--- config.mk ---
export PLATFORM = sky130hd
export DESIGN_NAME = mem_arbiter_flat
export DESIGN_NICKNAME = d
export VERILOG_FILES = /design/src/rtl/cpu_types_pkg.sv /design/src/rtl/mem_arbiter_if.sv /design/src/rtl/mem_arbiter.sv /design/src/flat_wrapper.sv
export SDC_FILE = /design/constraint.sdc
export NUM_CORES = 1
export LEC_CHECK = 0
export CAP_MARGIN = 20
export CORE_AREA = 2 2 116 118
export CTS_CLUSTER_SIZE = 30
export DETAILED_ROUTE_END_ITERATION = 7
export DIE_AREA = 0 0 118 120
export PLACE_DENSITY_LB_ADDON = 0.05
export SYNTH_ARGS = -nofsm -noshare
export SYNTH_HDL_FRONTEND = slang
export SYNTH_SLANG_ARGS = --single-unit
--- constraint.sdc ---
create_clock -name CLK -period 4.2 [get_ports CLK]
set_clock_uncertainty 0.2 [all_clocks]
set_input_delay 1.05 -clock CLK [delete_from_list [all_inputs] [get_ports CLK]]
set_output_delay 1.05 -clock CLK [all_outputs]
set_load 0.02 [all_outputs]
--- src/rtl/cpu_types_pkg.sv ---
// Shared CPU-side types: machine word, RAM status codes and arbiter FSM states.
package cpu_types_pkg;

  typedef logic [31:0] word_t;

  typedef enum logic [1:0] {
    FREE   = 2'd0,
    BUSY   = 2'd1,
    ACCESS = 2'd2,
    ERROR  = 2'd3
  } ramstate_t;

  typedef enum logic [1:0] {
    IDLE   = 2'd0,
    DGRANT = 2'd1,
    IGRANT = 2'd2
  } arb_state_t;

endpackage

--- src/rtl/mem_arbiter_if.sv ---
// Cache-side and RAM-side buses of the memory arbiter.
// The master modport is the arbiter's view; slave is the caches-plus-RAM view.
interface mem_arbiter_if;

  logic                     iREN;
  cpu_types_pkg::word_t     iaddr;
  logic                     iwait;
  cpu_types_pkg::word_t     iload;

  logic                     dREN;
  logic                     dWEN;
  cpu_types_pkg::word_t     daddr;
  cpu_types_pkg::word_t     dstore;
  logic                     dwait;
  cpu_types_pkg::word_t     dload;

  logic                     ramREN;
  logic                     ramWEN;
  cpu_types_pkg::word_t     ramaddr;
  cpu_types_pkg::word_t     ramstore;
  cpu_types_pkg::word_t     ramload;
  cpu_types_pkg::ramstate_t ramstate;

  modport master (
    input  iREN, iaddr, dREN, dWEN, daddr, dstore, ramload, ramstate,
    output iwait, iload, dwait, dload, ramREN, ramWEN, ramaddr, ramstore
  );

  modport slave (
    output iREN, iaddr, dREN, dWEN, daddr, dstore, ramload, ramstate,
    input  iwait, iload, dwait, dload, ramREN, ramWEN, ramaddr, ramstore
  );

endinterface

--- src/rtl/mem_arbiter.sv ---
// Arbitrates icache and dcache word accesses onto one RAM port: dcache first,
// with a bounded dcache streak so a pending fetch is never starved.
module mem_arbiter
  import cpu_types_pkg::*;
#(
  parameter int MAX_DSTREAK = 4,
  parameter int CNT_W       = 16
) (
  input  logic             CLK,
  input  logic             nRST,
  mem_arbiter_if.master    bus,
  output logic [CNT_W-1:0] icount,
  output logic [CNT_W-1:0] dcount,
  output logic             ram_err
);

  localparam int SW = $clog2(MAX_DSTREAK + 1);
  localparam logic [SW-1:0] STREAK_MAX = SW'(MAX_DSTREAK);

  arb_state_t       state_q, state_d;
  logic [SW-1:0]    streak_q, streak_d;
  logic [CNT_W-1:0] icount_q, icount_d;
  logic [CNT_W-1:0] dcount_q, dcount_d;
  logic             err_q, err_d;
  logic             dreq;

  assign dreq    = bus.dREN | bus.dWEN;
  assign icount  = icount_q;
  assign dcount  = dcount_q;
  assign ram_err = err_q;

  always_ff @(posedge CLK or negedge nRST) begin
    if (!nRST) begin
      state_q  <= IDLE;
      streak_q <= '0;
      icount_q <= '0;
      dcount_q <= '0;
      err_q    <= 1'b0;
    end else begin
      state_q  <= state_d;
      streak_q <= streak_d;
      icount_q <= icount_d;
      dcount_q <= dcount_d;
      err_q    <= err_d;
    end
  end

  always_comb begin
    state_d      = state_q;
    streak_d     = streak_q;
    icount_d     = icount_q;
    dcount_d     = dcount_q;
    err_d        = err_q;
    bus.iwait    = 1'b1;
    bus.dwait    = 1'b1;
    bus.iload    = '0;
    bus.dload    = '0;
    bus.ramREN   = 1'b0;
    bus.ramWEN   = 1'b0;
    bus.ramaddr  = '0;
    bus.ramstore = '0;

    case (state_q)
      IDLE: begin
        // A fetch that has waited out a full dcache streak wins this slot.
        if (dreq && !(bus.iREN && streak_q == STREAK_MAX)) begin
          state_d = DGRANT;
        end else if (bus.iREN) begin
          state_d = IGRANT;
        end
      end

      DGRANT: begin
        bus.ramaddr  = bus.daddr;
        bus.ramstore = bus.dstore;
        if (!dreq) begin
          state_d = IDLE;
        end else begin
          bus.ramREN = bus.dREN;
          bus.ramWEN = bus.dWEN;
          if (bus.ramstate == ACCESS) begin
            bus.dwait = 1'b0;
            bus.dload = bus.ramload;
            dcount_d  = dcount_q + 1'b1;
            state_d   = IDLE;
            if (!bus.iREN) begin
              streak_d = '0;
            end else if (streak_q != STREAK_MAX) begin
              streak_d = streak_q + SW'(1);
            end
          end else if (bus.ramstate == ERROR) begin
            err_d   = 1'b1;
            state_d = IDLE;
          end
        end
      end

      IGRANT: begin
        bus.ramaddr = bus.iaddr;
        if (!bus.iREN) begin
          state_d = IDLE;
        end else begin
          bus.ramREN = 1'b1;
          bus.iload  = bus.ramload;
          if (bus.ramstate == ACCESS) begin
            bus.iwait = 1'b0;
            icount_d  = icount_q + 1'b1;
            streak_d  = '0;
            state_d   = IDLE;
          end else if (bus.ramstate == ERROR) begin
            err_d   = 1'b1;
            state_d = IDLE;
          end
        end
      end

      default: state_d = IDLE;
    endcase
  end

endmodule

--- src/flat_wrapper.sv ---
// flat-port wrapper written by rule: the top's interface ports become plain ports
module mem_arbiter_flat import cpu_types_pkg::*;
#(
  parameter int MAX_DSTREAK = 4,
  parameter int CNT_W       = 16
)
  (CLK, nRST, icount, dcount, ram_err, bus_iREN, bus_iaddr, bus_dREN, bus_dWEN, bus_daddr, bus_dstore, bus_ramload, bus_ramstate, bus_iwait, bus_iload, bus_dwait, bus_dload, bus_ramREN, bus_ramWEN, bus_ramaddr, bus_ramstore);
  mem_arbiter_if bus_i ();
  input  logic CLK;
  input  logic nRST;
  output logic [CNT_W-1:0] icount;
  output logic [CNT_W-1:0] dcount;
  output logic ram_err;
  input wire logic [$bits(bus_i.iREN)-1:0] bus_iREN;
  input wire logic [$bits(bus_i.iaddr)-1:0] bus_iaddr;
  input wire logic [$bits(bus_i.dREN)-1:0] bus_dREN;
  input wire logic [$bits(bus_i.dWEN)-1:0] bus_dWEN;
  input wire logic [$bits(bus_i.daddr)-1:0] bus_daddr;
  input wire logic [$bits(bus_i.dstore)-1:0] bus_dstore;
  input wire logic [$bits(bus_i.ramload)-1:0] bus_ramload;
  input wire logic [$bits(bus_i.ramstate)-1:0] bus_ramstate;
  output wire logic [$bits(bus_i.iwait)-1:0] bus_iwait;
  output wire logic [$bits(bus_i.iload)-1:0] bus_iload;
  output wire logic [$bits(bus_i.dwait)-1:0] bus_dwait;
  output wire logic [$bits(bus_i.dload)-1:0] bus_dload;
  output wire logic [$bits(bus_i.ramREN)-1:0] bus_ramREN;
  output wire logic [$bits(bus_i.ramWEN)-1:0] bus_ramWEN;
  output wire logic [$bits(bus_i.ramaddr)-1:0] bus_ramaddr;
  output wire logic [$bits(bus_i.ramstore)-1:0] bus_ramstore;
  assign bus_i.iREN = bus_iREN;
  assign bus_i.iaddr = bus_iaddr;
  assign bus_i.dREN = bus_dREN;
  assign bus_i.dWEN = bus_dWEN;
  assign bus_i.daddr = bus_daddr;
  assign bus_i.dstore = bus_dstore;
  assign bus_i.ramload = bus_ramload;
  assign bus_i.ramstate = bus_ramstate;
  assign bus_iwait = bus_i.iwait;
  assign bus_iload = bus_i.iload;
  assign bus_dwait = bus_i.dwait;
  assign bus_dload = bus_i.dload;
  assign bus_ramREN = bus_i.ramREN;
  assign bus_ramWEN = bus_i.ramWEN;
  assign bus_ramaddr = bus_i.ramaddr;
  assign bus_ramstore = bus_i.ramstore;
  mem_arbiter #(.MAX_DSTREAK(MAX_DSTREAK), .CNT_W(CNT_W)) u_core (.CLK(CLK), .nRST(nRST), .bus(bus_i), .icount(icount), .dcount(dcount), .ram_err(ram_err));
endmodule
=== Word-level counts from Yosys, hierarchy flattened ===
Index checks and enable logic that the tools add are counted.

* Word-level logic and storage cells: 66
* Output and inout bits: 165
* Input bits: 135
* Register bits after elaboration: 38

* Add/subtract/negate cells: 3
* Equal/unequal tests: 12
* Reductions and logical operators: 9
* Bitwise logic cells: 1
* Mux-type cells: 36

{| class="wikitable"
|+ Operators by type and width
! operator !! number
|-
| $mux W32 || 6
|-
| $pmux W32 S2 || 1
|-
| $add A16 B1 Y16 const B || 2
|-
| $mux W3 || 6
|-
| $mux W1 || 13
|-
| $mux W2 || 6
|-
| $reduce_and A3 Y1 || 3
|-
| $eq A2 B2 Y1 const B || 3
|-
| $ne A2 B1 Y1 const B || 3
|-
| $ne A3 B2 Y1 const B || 2
|-
| $pmux W2 S3 || 1
|-
| $pmux W3 S2 || 1
|-
| $reduce_and A6 Y1 || 1
|-
| $pmux W1 S2 || 2
|-
| $add A3 B1 Y3 const B || 1
|-
| $eq A3 B3 Y1 const B || 1
|-
| $ne A3 B3 Y1 const B || 1
|-
| $eq A2 B1 Y1 const B || 1
|-
| $logic_and A1 B1 Y1 || 2
|-
| $logic_not A2 Y1 || 1
|-
| $ne A2 B2 Y1 const B || 1
|-
| $reduce_bool A2 Y1 || 1
|-
| $logic_not A1 Y1 || 1
|-
| $or A1 B1 Y1 || 1
|}

=== Logic depth before layout (Yosys ltp) ===
Gate-level depths: netlist of run 1.

* Depth after elaboration: 6
* Mapped depth: 8
* Mapped depth without buffers: 8

=== Worst setup path before layout of run 1 ===
OpenSTA, ideal clock, no wires.

* Path kind: input port to output port
* From: input port bus_ramstate[0]
* To: output port bus_dload[10]
* Slack: 0.948 ns
* Arrival: 2.002 ns
* Buffers on the path: 1
* Data required time: 2.950 ns
* Stages: 4
* Cell sequence: nand2b_1 -> nor2_2 -> clkbuf_1 -> and2_1

* Cells in the longest elaborated chain, start to end: 4

{| class="wikitable"
|+ Ends and longest elaborated chain
! item !! line !! source
|-
| from (decl) || flat_wrapper.sv:21 || <nowiki>input wire logic [$bits(bus_i.ramstate)-1:0] bus_ramstate;</nowiki>
|-
| $eq A2 B2 Y1 || mem_arbiter.sv:81 || <nowiki>if (bus.ramstate == ACCESS) begin</nowiki>
|-
| $mux W32 || mem_arbiter.sv:81 ||
|-
| $mux W32 || mem_arbiter.sv:76 || <nowiki>if (!dreq) begin</nowiki>
|-
| $mux W32 || mem_arbiter.sv:63 || <nowiki>case (state_q)</nowiki>
|-
| to (decl) || flat_wrapper.sv:25 || <nowiki>output wire logic [$bits(bus_i.dload)-1:0] bus_dload;</nowiki>
|}

No other way between the ends.

=== Worst setup path in the final report of run 1 ===
* From: input port bus_ramstate[0]
* To: output port bus_dload[8]

The elaborated chain is that of the path after synthesis.

==> results.json, run 1 <==
{
  "p_leak_uw": 0.002537,
  "slowest_delay_ns": 0.61,
  "antenna_found_initial": 0,
  "fin_area_um2": 6359,
  "placed_cell_area_um2": 6211,
  "die_h_um": 120,
  "fin_crit_sh": 0.9678,
  "setup.worst_path.end_class": "output port",
  "ys_types": 38,
  "syn_nets": 490,
  "arrival_ns": 2.81,
  "whs_ns": 0.2689,
  "initial_utilization": 0.2308,
  "slew-limit-headroom": 0.4301,
  "setup.worst_path.class": "input pin to output port",
  "grt-ovfl-total": 0,
  "n_antenna_cell": 0,
  "fin_ws_ns": 0.1354,
  "critical_path_buf_inv_count": 3,
  "drive_above_1_share": 0.04874,
  "wl_met2_um": 7249,
  "num_rows": 42,
  "cts_max_level": 2,
  "worst_pin_slew_ns": 0.8549,
  "synth-seq-area-share": 0.3175,
  "core_area_um2": 12980,
  "critPathLaunchType": "input pin",
  "crit_path_start": "bus_ramstate[0]",
  "drc_errors": 0,
  "max_freq_ghz": 0.2460,
  "cts.path.max_buffers": 2,
  "die_x_um": 118,
  "cts_made_buffers": 5,
  "rsz0062_at_grt": "no",
  "pwr-share-clk": 0.150,
  "grt_max_degree": 71,
  "ir_worst_vdd_mv": 0.2061,
  "cts.sinks": 38,
  "ios": 300,
  "drt_iter0_markers": 120,
  "clk_pin_slew_worst_paths_ns": 0.05,
  "grt_pass1_wl_um": 21180,
  "power_density_nw_per_um2": 389.4,
  "place_hpwl_um": 11570,
  "cts_setup_buffers": 0,
  "maxUsedRoutingLayer": "met4",
  "wl_um": 14070,
  "clock_latency_ns": 0.28,
  "synth_cells": 347,
  "preCtsSetupSlack_ns": 0.1593,
  "slowest_stage": "clkdlybuf4s50_1",
  "reg2reg_depth": 8,
  "dr.pass1.iters": 4,
  "path_max_fanout": 36,
  "crit_top_cell": "clkdlybuf4s50_1",
  "grt_pass1_vias": 3698,
  "cp_num_cells": 6,
  "tritoncts": "done",
  "syn_area_um2": 2995,
  "nFillCells": 1267,
  "switchingPower_uw": 1026,
  "r2r-end": "u_core.dcount[10]$_DFFE_PN0P_",
  "crit_end": "bus_dload[8]",
  "setup_viol": 0,
  "slew_viol_final": 0,
  "wl_met1_um": 5388,
  "io_buffer_count": 299,
  "dr_total_vias": 3595,
  "syn_avg_cell_area_um2": 8.632,
  "wl_per_cell_um": 17.33,
  "switching_share": 0.4142,
  "status": "finished, final reports clean",
  "hold_viol_final": 0,
  "pwr-share-comb": 0.661,
  "viasPerCell": 4.427,
  "yosys_warnings": 0,
  "ant_nets": 0,
  "cts_resized": 0,
  "hp-class": "register to register",
  "setup_tns_ns": 0,
  "die-area_um2": 14160,
  "ys_seq_elements": 38,
  "reg2reg_slack_ns": 1.84,
  "layout.nets": 778,
  "maxCapViolCount": 0,
  "postCtsHoldBufs": 0,
  "r2r_start": "u_core.state_q[1]$_DFFE_PN0P_",
  "crit_chain": "clkdlybuf4s50_1, nand2b_1, nor2_2, buf_12, and2_1, clkdlybuf4s50_1",
  "finalWeightedCongestion": 0.8789,
  "grt_util_all_layers": 0.1910,
  "wl_met3_um": 1016,
  "required_ns": 2.95,
  "internal-power_uw": 1451,
  "seqPwrFrac": 0.189,
  "synthToLayoutAreaGrowth_pct": 112.3,
  "period_minus_slack_ns": 4.065,
  "critical_path.top_delay_family": "buffers and inverters",
  "cts-root-buf": "clkbuf_16"
}
[cells by family (layout without fill, tap and decap cells)]
group	count (synthesis)	in the layout	share of synthesized area
xor gates and xnor gates	30	30	0.08772
AOI/OAI and AO/OA	45	45	0.1119
buffers and inverters	32	321	0.04177
adders and majority gates	8	8	0.03342
and+or+nand+nor	192	192	0.4006
DFF	38	38	0.3175
muxes	2	2	0.007101
[per-stage QoR]
| step | util | instances | power [uW] |
|---|---|---|---|
| 2_1_floorplan | - | 347 | 1307 |
| 3_3_place_gp | 0.4785 | 804 | 2126 |
| 3_5_place_dp | 0.4785 | 804 | 2126 |
| 4_1_cts | 0.4899 | 812 | 2510 |
| 5_1_grt | 0.4899 | 812 | 2631 |
| 6_report | 0.4899 | 812 | 2476 |
[cells in the final DEF, fill, tap and decap left out, drive strengths merged]
cell type	Yosys	layout
nor3	2	2
a21oi	1	1
buf	5	11
a32o	1	1
inv	6	6
a211oi	1	1
clkinv	0	1
a22oi	32	32
nand2b	2	2
xnor2	26	26
and4	3	3
nor2	8	8
nand2	16	16
and2	66	66
clkbuf	21	7
nand3	10	10
clkdlybuf4s50	0	296
ha	8	8
nor4	2	2
nor3b	2	2
nor2b	32	32
a21boi	1	1
a22o	1	1
nand4b	2	2
mux2i	1	1
dfrtp	38	38
and3	35	35
o21ai	5	5
mux2	1	1
nand3b	3	3
xor2	4	4
a31o	2	2
a21bo	1	1
nand4	9	9
[power by group through the flow]
stage / clock network (uW) / registers (uW) / logic, uW
2_1_floorplan: 0 / 495 / 812
3_3_place_gp: 0 / 472 / 1650
3_5_place_dp: 0 / 473 / 1650
4_1_cts: 382 / 468 / 1660
5_1_grt: 404 / 478 / 1750
6_report: 373 / 467 / 1640
[registers in the layout, indices dropped and copies added (netlist names)]
| signal | flops |
|---|---|
| u_core.dcount | 16 |
| u_core.icount | 16 |
| u_core.streak_q | 3 |
| u_core.state_q | 2 |
| u_core.ram_err | 1 |
[final cells by class]
type | count | area [um^2] | area share
timing repair buffer | 307 | 3093 | 0.4864
clock buffer | 7 | 142.6 | 0.02243
tap | 176 | 220.2 | 0.03463
multi-input combinational | 277 | 1924 | 0.3026
inverter | 6 | 22.52 | 0.003542
clock inverter | 1 | 5.005 | 0.0007871
sequential | 38 | 950.9 | 0.1495
[metal layers]
layer / vias to the layer above / global-route usage
li1: 1770 / -
met1: 1673 / 0.2104
met2: 130 / 0.3459
met3: 22 / 0.05751
met4: 0 / 0.07078
met5: - / 0
[synth_stat cells]
library cell	number	share of area
and2_1	66	0.14
dfrtp_1	38	0.32
and3_1	35	0.073
a22oi_1	32	0.080
nor2b_1	32	0.067
xnor2_1	26	0.076
clkbuf_1	21	0.026
nand2_1	16	0.020
nand3_1	10	0.017
nand4_1	9	0.019
ha_1	8	0.033
inv_1	5	0.0063
buf_2	4	0.0067
nor2_1	4	0.0050
xor2_1	4	0.012
and4_1	3	0.0088
nand3b_1	3	0.0075
nor2_4	3	0.011
o21ai_0	3	0.0050
a31o_2	2	0.0058
nand2b_1	2	0.0042
nand4b_1	2	0.0058
nor3_1	2	0.0033
nor3b_1	2	0.0050
nor4_4	2	0.014
a211oi_1	1	0.0025
a21bo_1	1	0.0033
a21boi_0	1	0.0025
a21oi_1	1	0.0017
a22o_1	1	0.0029
a32o_1	1	0.0033
buf_1	1	0.0013
inv_2	1	0.0013
mux2_2	1	0.0038
mux2i_1	1	0.0033
nor2_2	1	0.0021
o21ai_1	1	0.0017
o21ai_2	1	0.0029
[worst register-to-register path, cell delays in order, from the launching register on]
cell and delay [ns]:
dfrtp_1 0.43, inv_1 0.10, ha_2 0.19, buf_12 0.25, o21ai_2 0.12, buf_4 0.18
nor3_1 0.44, nand4_1 0.18, xnor2_1 0.16
[worst min-delay path by stage]
stage	from	end	slack [ns]	cells past startpoint
2_1_floorplan	u_core.streak_q[2]$_DFFE_PN0P_	u_core.streak_q[2]$_DFFE_PN0P_	0.29	1
3_3_place_gp	u_core.icount[15]$_DFFE_PN0P_	u_core.icount[15]$_DFFE_PN0P_	0.26	1
3_5_place_dp	u_core.icount[15]$_DFFE_PN0P_	u_core.icount[15]$_DFFE_PN0P_	0.26	1
4_1_cts	u_core.icount[15]$_DFFE_PN0P_	u_core.icount[15]$_DFFE_PN0P_	0.28	1
5_1_grt	u_core.dcount[15]$_DFFE_PN0P_	u_core.dcount[15]$_DFFE_PN0P_	0.29	1
6_report	u_core.dcount[15]$_DFFE_PN0P_	u_core.dcount[15]$_DFFE_PN0P_	0.27	1
(Power assumes the default switching activity.)
==> run 2, diff against run 1 <==
- SLEW_MARGIN: unset -> 0
==> results of run 2 <==
Same layout as run 1: the final DEF is identical, and so are final timing and power.
